==> config.mk <==
export PLATFORM = sky130hd
export DESIGN_NAME = fsm_decoder_flat
export DESIGN_NICKNAME = d
export VERILOG_FILES = /design/src/rtl/fsm_decoder_if.sv /design/src/rtl/fsm_decoder.sv /design/src/flat_wrapper.sv
export SDC_FILE = /design/constraint.sdc
export NUM_CORES = 1
export LEC_CHECK = 0
export BUFFER_PORTS_ARGS = -buffer_cell sky130_fd_sc_hd__buf_2
export CORE_MARGIN = 2
export CORE_UTILIZATION = 40
export CTS_CLUSTER_SIZE = 10
export DETAILED_ROUTE_END_ITERATION = 10
export PLACE_DENSITY = 0.82
export SYNTH_ARGS = -nofsm -noshare
export SYNTH_HDL_FRONTEND = slang
export SYNTH_SLANG_ARGS = --single-unit
==> constraint.sdc <==
create_clock -name clk -period 0.8 [get_ports clk]
set_clock_uncertainty 0.05 [all_clocks]
set_input_delay 0 -clock clk [delete_from_list [all_inputs] [get_ports clk]]
set_output_delay 0 -clock clk [all_outputs]
set_load 0.005 [all_outputs]
==> src/rtl/fsm_decoder_if.sv <==
// Decoder bus: instruction fields in, registered datapath control fields out.
interface fsm_decoder_if;
    logic [5:0] opcode;
    logic [5:0] funct;
    logic       wr_en_reg;
    logic [2:0] ALU_Signal;
    logic       write_from_memory_to_reg;
    logic       write_reg_31;
    logic       write_pc8_to_reg;
    logic       use_alternative_PC;
    logic [1:0] choose_alternative_PC;
    logic       use_signextimm;
    logic       use_zerosignextimm;
    logic       wr_en_memory;
    logic       write_to_rt;
    logic       branch_equal;

    modport master (
        output opcode, funct,
        input  wr_en_reg, ALU_Signal, write_from_memory_to_reg, write_reg_31,
               write_pc8_to_reg, use_alternative_PC, choose_alternative_PC,
               use_signextimm, use_zerosignextimm, wr_en_memory, write_to_rt,
               branch_equal
    );

    modport slave (
        input  opcode, funct,
        output wr_en_reg, ALU_Signal, write_from_memory_to_reg, write_reg_31,
               write_pc8_to_reg, use_alternative_PC, choose_alternative_PC,
               use_signextimm, use_zerosignextimm, wr_en_memory, write_to_rt,
               branch_equal
    );
endinterface

==> src/rtl/fsm_decoder.sv <==
// MIPS-subset control decoder: opcode/funct to datapath controls, 1-cycle registered latency.
// No backpressure; a new decode is accepted every cycle, unknown encodings decode as NOP.
module fsm_decoder #(
    parameter logic [2:0] ALU_ADD   = 3'd0,
    parameter logic [2:0] ALU_SUB   = 3'd1,
    parameter logic [2:0] ALU_XOR   = 3'd2,
    parameter logic [2:0] ALU_SLT   = 3'd3,
    parameter logic [1:0] PC_BRANCH = 2'd1,
    parameter logic [1:0] PC_JUMP   = 2'd2,
    parameter logic [1:0] PC_JR     = 2'd3
) (
    input  logic         clk,
    input  logic         rst_n,
    fsm_decoder_if.slave dec
);

    localparam logic [5:0] OP_RTYPE = 6'h00;
    localparam logic [5:0] OP_J     = 6'h02;
    localparam logic [5:0] OP_JAL   = 6'h03;
    localparam logic [5:0] OP_BEQ   = 6'h04;
    localparam logic [5:0] OP_BNE   = 6'h05;
    localparam logic [5:0] OP_ADDI  = 6'h08;
    localparam logic [5:0] OP_XORI  = 6'h0E;
    localparam logic [5:0] OP_LW    = 6'h23;
    localparam logic [5:0] OP_SW    = 6'h2B;

    localparam logic [5:0] FN_JR    = 6'h08;
    localparam logic [5:0] FN_ADD   = 6'h20;
    localparam logic [5:0] FN_SUB   = 6'h22;
    localparam logic [5:0] FN_SLT   = 6'h2A;

    typedef struct packed {
        logic       wr_en_reg;
        logic [2:0] alu;
        logic       mem_to_reg;
        logic       reg_31;
        logic       pc8_to_reg;
        logic       alt_pc;
        logic [1:0] alt_pc_sel;
        logic       sext_imm;
        logic       zext_imm;
        logic       wr_en_memory;
        logic       to_rt;
        logic       branch_eq;
    } ctrl_t;

    localparam ctrl_t CTRL_NOP = ctrl_t'({1'b0, ALU_ADD, 11'b0});

    ctrl_t ctrl_d, ctrl_q;

    always_comb begin
        ctrl_d = CTRL_NOP;
        case (dec.opcode)
            OP_RTYPE: begin
                case (dec.funct)
                    FN_ADD: begin ctrl_d.wr_en_reg = 1'b1; ctrl_d.alu = ALU_ADD; end
                    FN_SUB: begin ctrl_d.wr_en_reg = 1'b1; ctrl_d.alu = ALU_SUB; end
                    FN_SLT: begin ctrl_d.wr_en_reg = 1'b1; ctrl_d.alu = ALU_SLT; end
                    FN_JR: begin
                        ctrl_d.alt_pc     = 1'b1;
                        ctrl_d.alt_pc_sel = PC_JR;
                    end
                    default: ;
                endcase
            end
            OP_J: begin
                ctrl_d.alt_pc     = 1'b1;
                ctrl_d.alt_pc_sel = PC_JUMP;
            end
            OP_JAL: begin
                ctrl_d.wr_en_reg  = 1'b1;
                ctrl_d.reg_31     = 1'b1;
                ctrl_d.pc8_to_reg = 1'b1;
                ctrl_d.alt_pc     = 1'b1;
                ctrl_d.alt_pc_sel = PC_JUMP;
            end
            OP_ADDI: begin
                ctrl_d.wr_en_reg = 1'b1;
                ctrl_d.to_rt     = 1'b1;
                ctrl_d.sext_imm  = 1'b1;
            end
            OP_XORI: begin
                ctrl_d.wr_en_reg = 1'b1;
                ctrl_d.to_rt     = 1'b1;
                ctrl_d.zext_imm  = 1'b1;
                ctrl_d.alu       = ALU_XOR;
            end
            // Branches compare via XOR; zero result means the operands are equal.
            OP_BEQ, OP_BNE: begin
                ctrl_d.alt_pc     = 1'b1;
                ctrl_d.alt_pc_sel = PC_BRANCH;
                ctrl_d.alu        = ALU_XOR;
                ctrl_d.branch_eq  = (dec.opcode == OP_BEQ);
            end
            OP_SW: begin
                ctrl_d.wr_en_memory = 1'b1;
                ctrl_d.sext_imm     = 1'b1;
            end
            OP_LW: begin
                ctrl_d.wr_en_reg  = 1'b1;
                ctrl_d.to_rt      = 1'b1;
                ctrl_d.mem_to_reg = 1'b1;
                ctrl_d.sext_imm   = 1'b1;
            end
            default: ;
        endcase
    end

    always_ff @(posedge clk or negedge rst_n) begin
        if (!rst_n) begin
            ctrl_q <= CTRL_NOP;
        end else begin
            ctrl_q <= ctrl_d;
        end
    end

    assign dec.wr_en_reg                = ctrl_q.wr_en_reg;
    assign dec.ALU_Signal               = ctrl_q.alu;
    assign dec.write_from_memory_to_reg = ctrl_q.mem_to_reg;
    assign dec.write_reg_31             = ctrl_q.reg_31;
    assign dec.write_pc8_to_reg         = ctrl_q.pc8_to_reg;
    assign dec.use_alternative_PC       = ctrl_q.alt_pc;
    assign dec.choose_alternative_PC    = ctrl_q.alt_pc_sel;
    assign dec.use_signextimm           = ctrl_q.sext_imm;
    assign dec.use_zerosignextimm       = ctrl_q.zext_imm;
    assign dec.wr_en_memory             = ctrl_q.wr_en_memory;
    assign dec.write_to_rt              = ctrl_q.to_rt;
    assign dec.branch_equal             = ctrl_q.branch_eq;

endmodule

==> src/flat_wrapper.sv <==
// flat-port wrapper written by rule: the top's interface ports become plain ports
module fsm_decoder_flat 
#(
    parameter logic [2:0] ALU_ADD   = 3'd0,
    parameter logic [2:0] ALU_SUB   = 3'd1,
    parameter logic [2:0] ALU_XOR   = 3'd2,
    parameter logic [2:0] ALU_SLT   = 3'd3,
    parameter logic [1:0] PC_BRANCH = 2'd1,
    parameter logic [1:0] PC_JUMP   = 2'd2,
    parameter logic [1:0] PC_JR     = 2'd3
)
  (clk, rst_n, dec_opcode, dec_funct, dec_wr_en_reg, dec_ALU_Signal, dec_write_from_memory_to_reg, dec_write_reg_31, dec_write_pc8_to_reg, dec_use_alternative_PC, dec_choose_alternative_PC, dec_use_signextimm, dec_use_zerosignextimm, dec_wr_en_memory, dec_write_to_rt, dec_branch_equal);
  fsm_decoder_if dec_i ();
  input  logic clk;
  input  logic rst_n;
  input wire logic [$bits(dec_i.opcode)-1:0] dec_opcode;
  input wire logic [$bits(dec_i.funct)-1:0] dec_funct;
  output wire logic [$bits(dec_i.wr_en_reg)-1:0] dec_wr_en_reg;
  output wire logic [$bits(dec_i.ALU_Signal)-1:0] dec_ALU_Signal;
  output wire logic [$bits(dec_i.write_from_memory_to_reg)-1:0] dec_write_from_memory_to_reg;
  output wire logic [$bits(dec_i.write_reg_31)-1:0] dec_write_reg_31;
  output wire logic [$bits(dec_i.write_pc8_to_reg)-1:0] dec_write_pc8_to_reg;
  output wire logic [$bits(dec_i.use_alternative_PC)-1:0] dec_use_alternative_PC;
  output wire logic [$bits(dec_i.choose_alternative_PC)-1:0] dec_choose_alternative_PC;
  output wire logic [$bits(dec_i.use_signextimm)-1:0] dec_use_signextimm;
  output wire logic [$bits(dec_i.use_zerosignextimm)-1:0] dec_use_zerosignextimm;
  output wire logic [$bits(dec_i.wr_en_memory)-1:0] dec_wr_en_memory;
  output wire logic [$bits(dec_i.write_to_rt)-1:0] dec_write_to_rt;
  output wire logic [$bits(dec_i.branch_equal)-1:0] dec_branch_equal;
  assign dec_i.opcode = dec_opcode;
  assign dec_i.funct = dec_funct;
  assign dec_wr_en_reg = dec_i.wr_en_reg;
  assign dec_ALU_Signal = dec_i.ALU_Signal;
  assign dec_write_from_memory_to_reg = dec_i.write_from_memory_to_reg;
  assign dec_write_reg_31 = dec_i.write_reg_31;
  assign dec_write_pc8_to_reg = dec_i.write_pc8_to_reg;
  assign dec_use_alternative_PC = dec_i.use_alternative_PC;
  assign dec_choose_alternative_PC = dec_i.choose_alternative_PC;
  assign dec_use_signextimm = dec_i.use_signextimm;
  assign dec_use_zerosignextimm = dec_i.use_zerosignextimm;
  assign dec_wr_en_memory = dec_i.wr_en_memory;
  assign dec_write_to_rt = dec_i.write_to_rt;
  assign dec_branch_equal = dec_i.branch_equal;
  fsm_decoder #(.ALU_ADD(ALU_ADD), .ALU_SUB(ALU_SUB), .ALU_XOR(ALU_XOR), .ALU_SLT(ALU_SLT), .PC_BRANCH(PC_BRANCH), .PC_JUMP(PC_JUMP), .PC_JR(PC_JR)) u_core (.clk(clk), .rst_n(rst_n), .dec(dec_i));
endmodule
Yosys cells after proc, flatten, opt, wreduce, memory -nomap -nowiden
Cells that the tools add are included.
{"block": "op_classes", "mux": 12, "reduce_logical": 7, "eq_ne": 12}
{"cell": "6-bit == test (second input constant)", "n": 5}
{"cell": "6-bit by 4-bit == test with 1-bit output (second input constant)", "n": 3}
{"cell": "6-bit by 2-bit == test with 1-bit output (second input constant)", "n": 2}
{"cell": "6-bit by 3-bit == test with 1-bit output (second input constant)", "n": 2}
{"cell": "4-bit case mux with 3 select lines", "n": 1}
{"cell": "3-bit case mux with 3 select lines", "n": 1}
{"cell": "3-bit OR reduction", "n": 3}
{"cell": "6-bit zero test", "n": 1}
{"cell": "1-bit two-way mux", "n": 6}
{"cell": "3-bit case mux with 2 select lines", "n": 1}
{"cell": "2-bit OR reduction", "n": 2}
{"cell": "4-bit OR reduction", "n": 1}
{"cell": "3-bit two-way mux", "n": 1}
{"cell": "2-bit two-way mux", "n": 1}
{"cell": "1-bit case mux with 2 select lines", "n": 1}
{"block": "totals", "word_cells": 43, "regBits": 15, "inputBits": 14, "output_inout_bits": 15}

Depth between registers and ports, before layout
{"block": "depth", "ltp_word": 3, "depth_mapped": 4, "depth_no_buf": 3}

Least setup slack after synthesis
OpenSTA, ideal clock, no wires.
{"block": "synth_path", "path_kind": "input-to-reg", "startpoint": "input dec_opcode[1]", "endpoint": "register u_core.ctrl_q (netlist bit u_core.dec.choose_alternative_PC[0])", "t_required_ns": 0.676, "setup_slack_ns": -0.041, "cell_stages": 3, "setup_time_ns": 0.074, "arrival_ns": 0.717, "n_path_buf": 1, "cell_sequence": "buf_6 -> or4_4 -> o21ai_2"}
{"item": "start: declaration", "line": "flat_wrapper.sv:16", "source": "input wire logic [$bits(dec_i.opcode)-1:0] dec_opcode;"}
{"item": "end signal: assignment", "line": "fsm_decoder.sv:113", "source": "ctrl_q <= ctrl_d;"}
{"item": "end: declaration", "line": "fsm_decoder.sv:49", "source": "ctrl_t ctrl_d, ctrl_q;"}

Worst setup path in the final report
{"block": "layout_path", "startpoint": "register u_core.ctrl_q (netlist bit u_core.dec.write_pc8_to_reg)", "endpoint": "output dec_write_pc8_to_reg"}
{"item": "end: declaration", "line": "flat_wrapper.sv:22", "source": "output wire logic [$bits(dec_i.write_pc8_to_reg)-1:0] dec_write_pc8_to_reg;"}
No word-level cell between the ends.

==> qor.txt <==
first-pass GRT wire length - 2.228 mm
Post-synth EDFFs - 0
Buf/Inv on CP - 1
ant diodes - 0
Worst Hold Depth - 3
period utilisation layout - 100.9%
H-tree Lvls - 1
M1 wire length - 537 um
Crit path arrival time - 0.76 ns
via count of the first global-routing pass - 518
pre-CTS setup slack - -0.1811 ns
GRT overflow - 0
area of the die - 1921 sq um
Final Util - 60.67%
WHS Endpoint - u_core.dec.choose_alternative_PC[0]
cell count after synthesis - 55
TritonRoute pass-1 iters - 4
Post-DP Area - 860.8 sq um
Leak - 0.4766 nW
Critical Path, Cell by Cell - buf_2
post-route design area - 903.4 sq um
Max Cap Viol - 0
clk root buf - clkbuf_4
min-delay src - dec_funct[5]
total design power - 1.247 mW
IO buf count - 27
max-slew violation count - 0
ys async rst share - 100.0%
violated checks - negative hold slack, negative setup slack
final setup fails - 3
outcome - finished, violations left
#FFs+latches synth - 13
Syn. warnings - 0
Ports - 29
DR vias/cell - 5.115
crit start category - flip-flop
non-filler instance count after layout - 113
CTS tree - done
Worst path max stage delay - 0.37 ns
initial core utilization - 42.61%
# nets final - 112
clock sink total - 13
FMAX - 1239 MHz
initial antenna violation count - 0
worst-path maximum fanout - 2
post-synthesis cell type count - 33
post-CTS setup buffers - 0
die span in y - 43.83 um
Area contributors post-synth - dfrtp_1, nor4_4, and3b_2
area of the core - 1489 sq um
met3 routed WL - 87 um
routability cong. - 0.8753
syn_nets - 69
min cycle time layout - 0.8069 ns
DRC - 0
clock slew at reported path FFs - 0.07 ns
Setup CP Type - reg -> out
PwrDens - 1380 nW/um^2
row count - 14
CP Data Required Time - 0.75 ns
Detail Route Antenna Nets - 0
Critical Path Slowest Stage Cell - dfrtp_1
Worst VDD drop - 0.5875 mV
WL per Instance - 12.12 um
width of the die - 43.83 um
share of layout cells above drive strength 1 - 54.64%
pin count of the biggest net entering global routing - 14
final hold slack - -0.01605 ns
CP delay by family, top - flip-flops
mapped cell area - 634.4 sq um
area delta synth->final - 42.41%
Yosys top cell by area - dfrtp_1
CTS buffer count - 3
CTS Buffer Depth - 2
highest metal used - met4
top cell type's share of synthesized area - 51.28%
Hold Buf Count CTS - 1
Main synth FF type - dfrtp_1
initial drt markers - 16
sequential-to-total area share from yosys stat - 51.28%
metal2 WL - 697 um
worst min-delay path class - in -> reg
RSZ-0062 raised after global routing - true
Worst Slack Setup Final - -0.006945 ns
Post-Syn Area per Cell - 11.53 sq um
CP endpoint kind - primary output
drt total wl - 1.370 mm
Inst Count DP - 108
Hold Fails Final Rpt - 2
gr usage total - 16.39%
vias - 578
==> worst max path at each step <==
stage / slack (ns) / cells after the start / from / to
floorplan: -0.03 / 3 / dec_opcode[1] / u_core.dec.choose_alternative_PC[0]
finish: -0.007 / 1 / u_core.dec.write_pc8_to_reg / dec_write_pc8_to_reg
detailed placement: -0.18 / 4 / dec_opcode[0] / u_core.dec.wr_en_memory
global placement: -0.21 / 4 / dec_funct[0] / u_core.dec.use_alternative_PC
CTS: -0.02 / 1 / u_core.dec.write_pc8_to_reg / dec_write_pc8_to_reg
global route: -0.06 / 1 / u_core.dec.ALU_Signal[0] / dec_ALU_Signal[0]
==> repair_timing <==
action	in CTS	in global routing
endpoints found under the setup margin	4	16
gates resized for setup	0	1
endpoints found under the hold margin	15	2
==> Yosys cell counts (2+ instances only) <==
master	count
dfrtp_1	13
nand3_1	3
nor2_1	3
and3b_2	2
buf_4	2
nand2_1	2
nand2b_1	2
nor4b_1	2
or2_1	2
==> routing by layer <==
layer,vias up,global-route usage (%)
li1,285,-
met1,264,19.00
met2,25,26.76
met3,4,2.500
met4,0,12.73
met5,-,0
==> layout by cell type (no fill, tap or decap), drive strengths merged <==
cell type    count
a211oi           1
o32a             1
a22o             1
conb             1
nor2             3
o22ai            1
a21o             1
nand4            1
nand3b           1
clkbuf           4
nor3b            1
nor3             2
or4              1
or2              2
a21oi            1
nand2            3
and3b            2
dlygate4sd3      1
or3              1
nor4             1
and2             1
o21ai            3
nor4b            2
buf             40
nand2b           2
and3             1
o21a             1
xor2             1
dfrtp           13
nand3            3
==> kinds of logic after synthesis <==
group,count (synthesis),synth area share (%)
AND/OR/NAND/NOR,27,30.77
flip-flops,13,51.28
AO/OA/AOI/OAI,10,11.84
buffers and inverters,3,4.141
XOR/XNOR,1,1.381
other,1,0.5911
==> final cells by class <==
class | instances | area (sq um)
Fill cell | 124 | 585.6
Sequential cell | 13 | 325.3
Multi-Input combinational cell | 39 | 289.0
Timing Repair Buffer | 41 | 242.7
Clock buffer | 4 | 26.28
Tap cell | 16 | 20.02
==> per-stage QoR <==
step / TNS [ns] / hold slack [ns]
detailed placement: -1.404 / -0.1613
global placement: -1.198 / -0.1658
global route: -0.4169 / -0.03150
floorplan: -0.03594 / -0.3456
CTS: -0.05458 / -0.02182
finish: -0.01198 / -0.01605
==> power by group <==
part | switching [mW] | total [mW] | internal (mW) | leakage (nW)
Combinational | 0.106 | 0.209 | 0.104 | 0.282
Clock | 0.175 | 0.368 | 0.193 | 0.0150
Sequential | 0.00196 | 0.670 | 0.668 | 0.180
Total | 0.283 | 1.25 | 0.964 | 0.477
(Power assumes the default switching activity.)
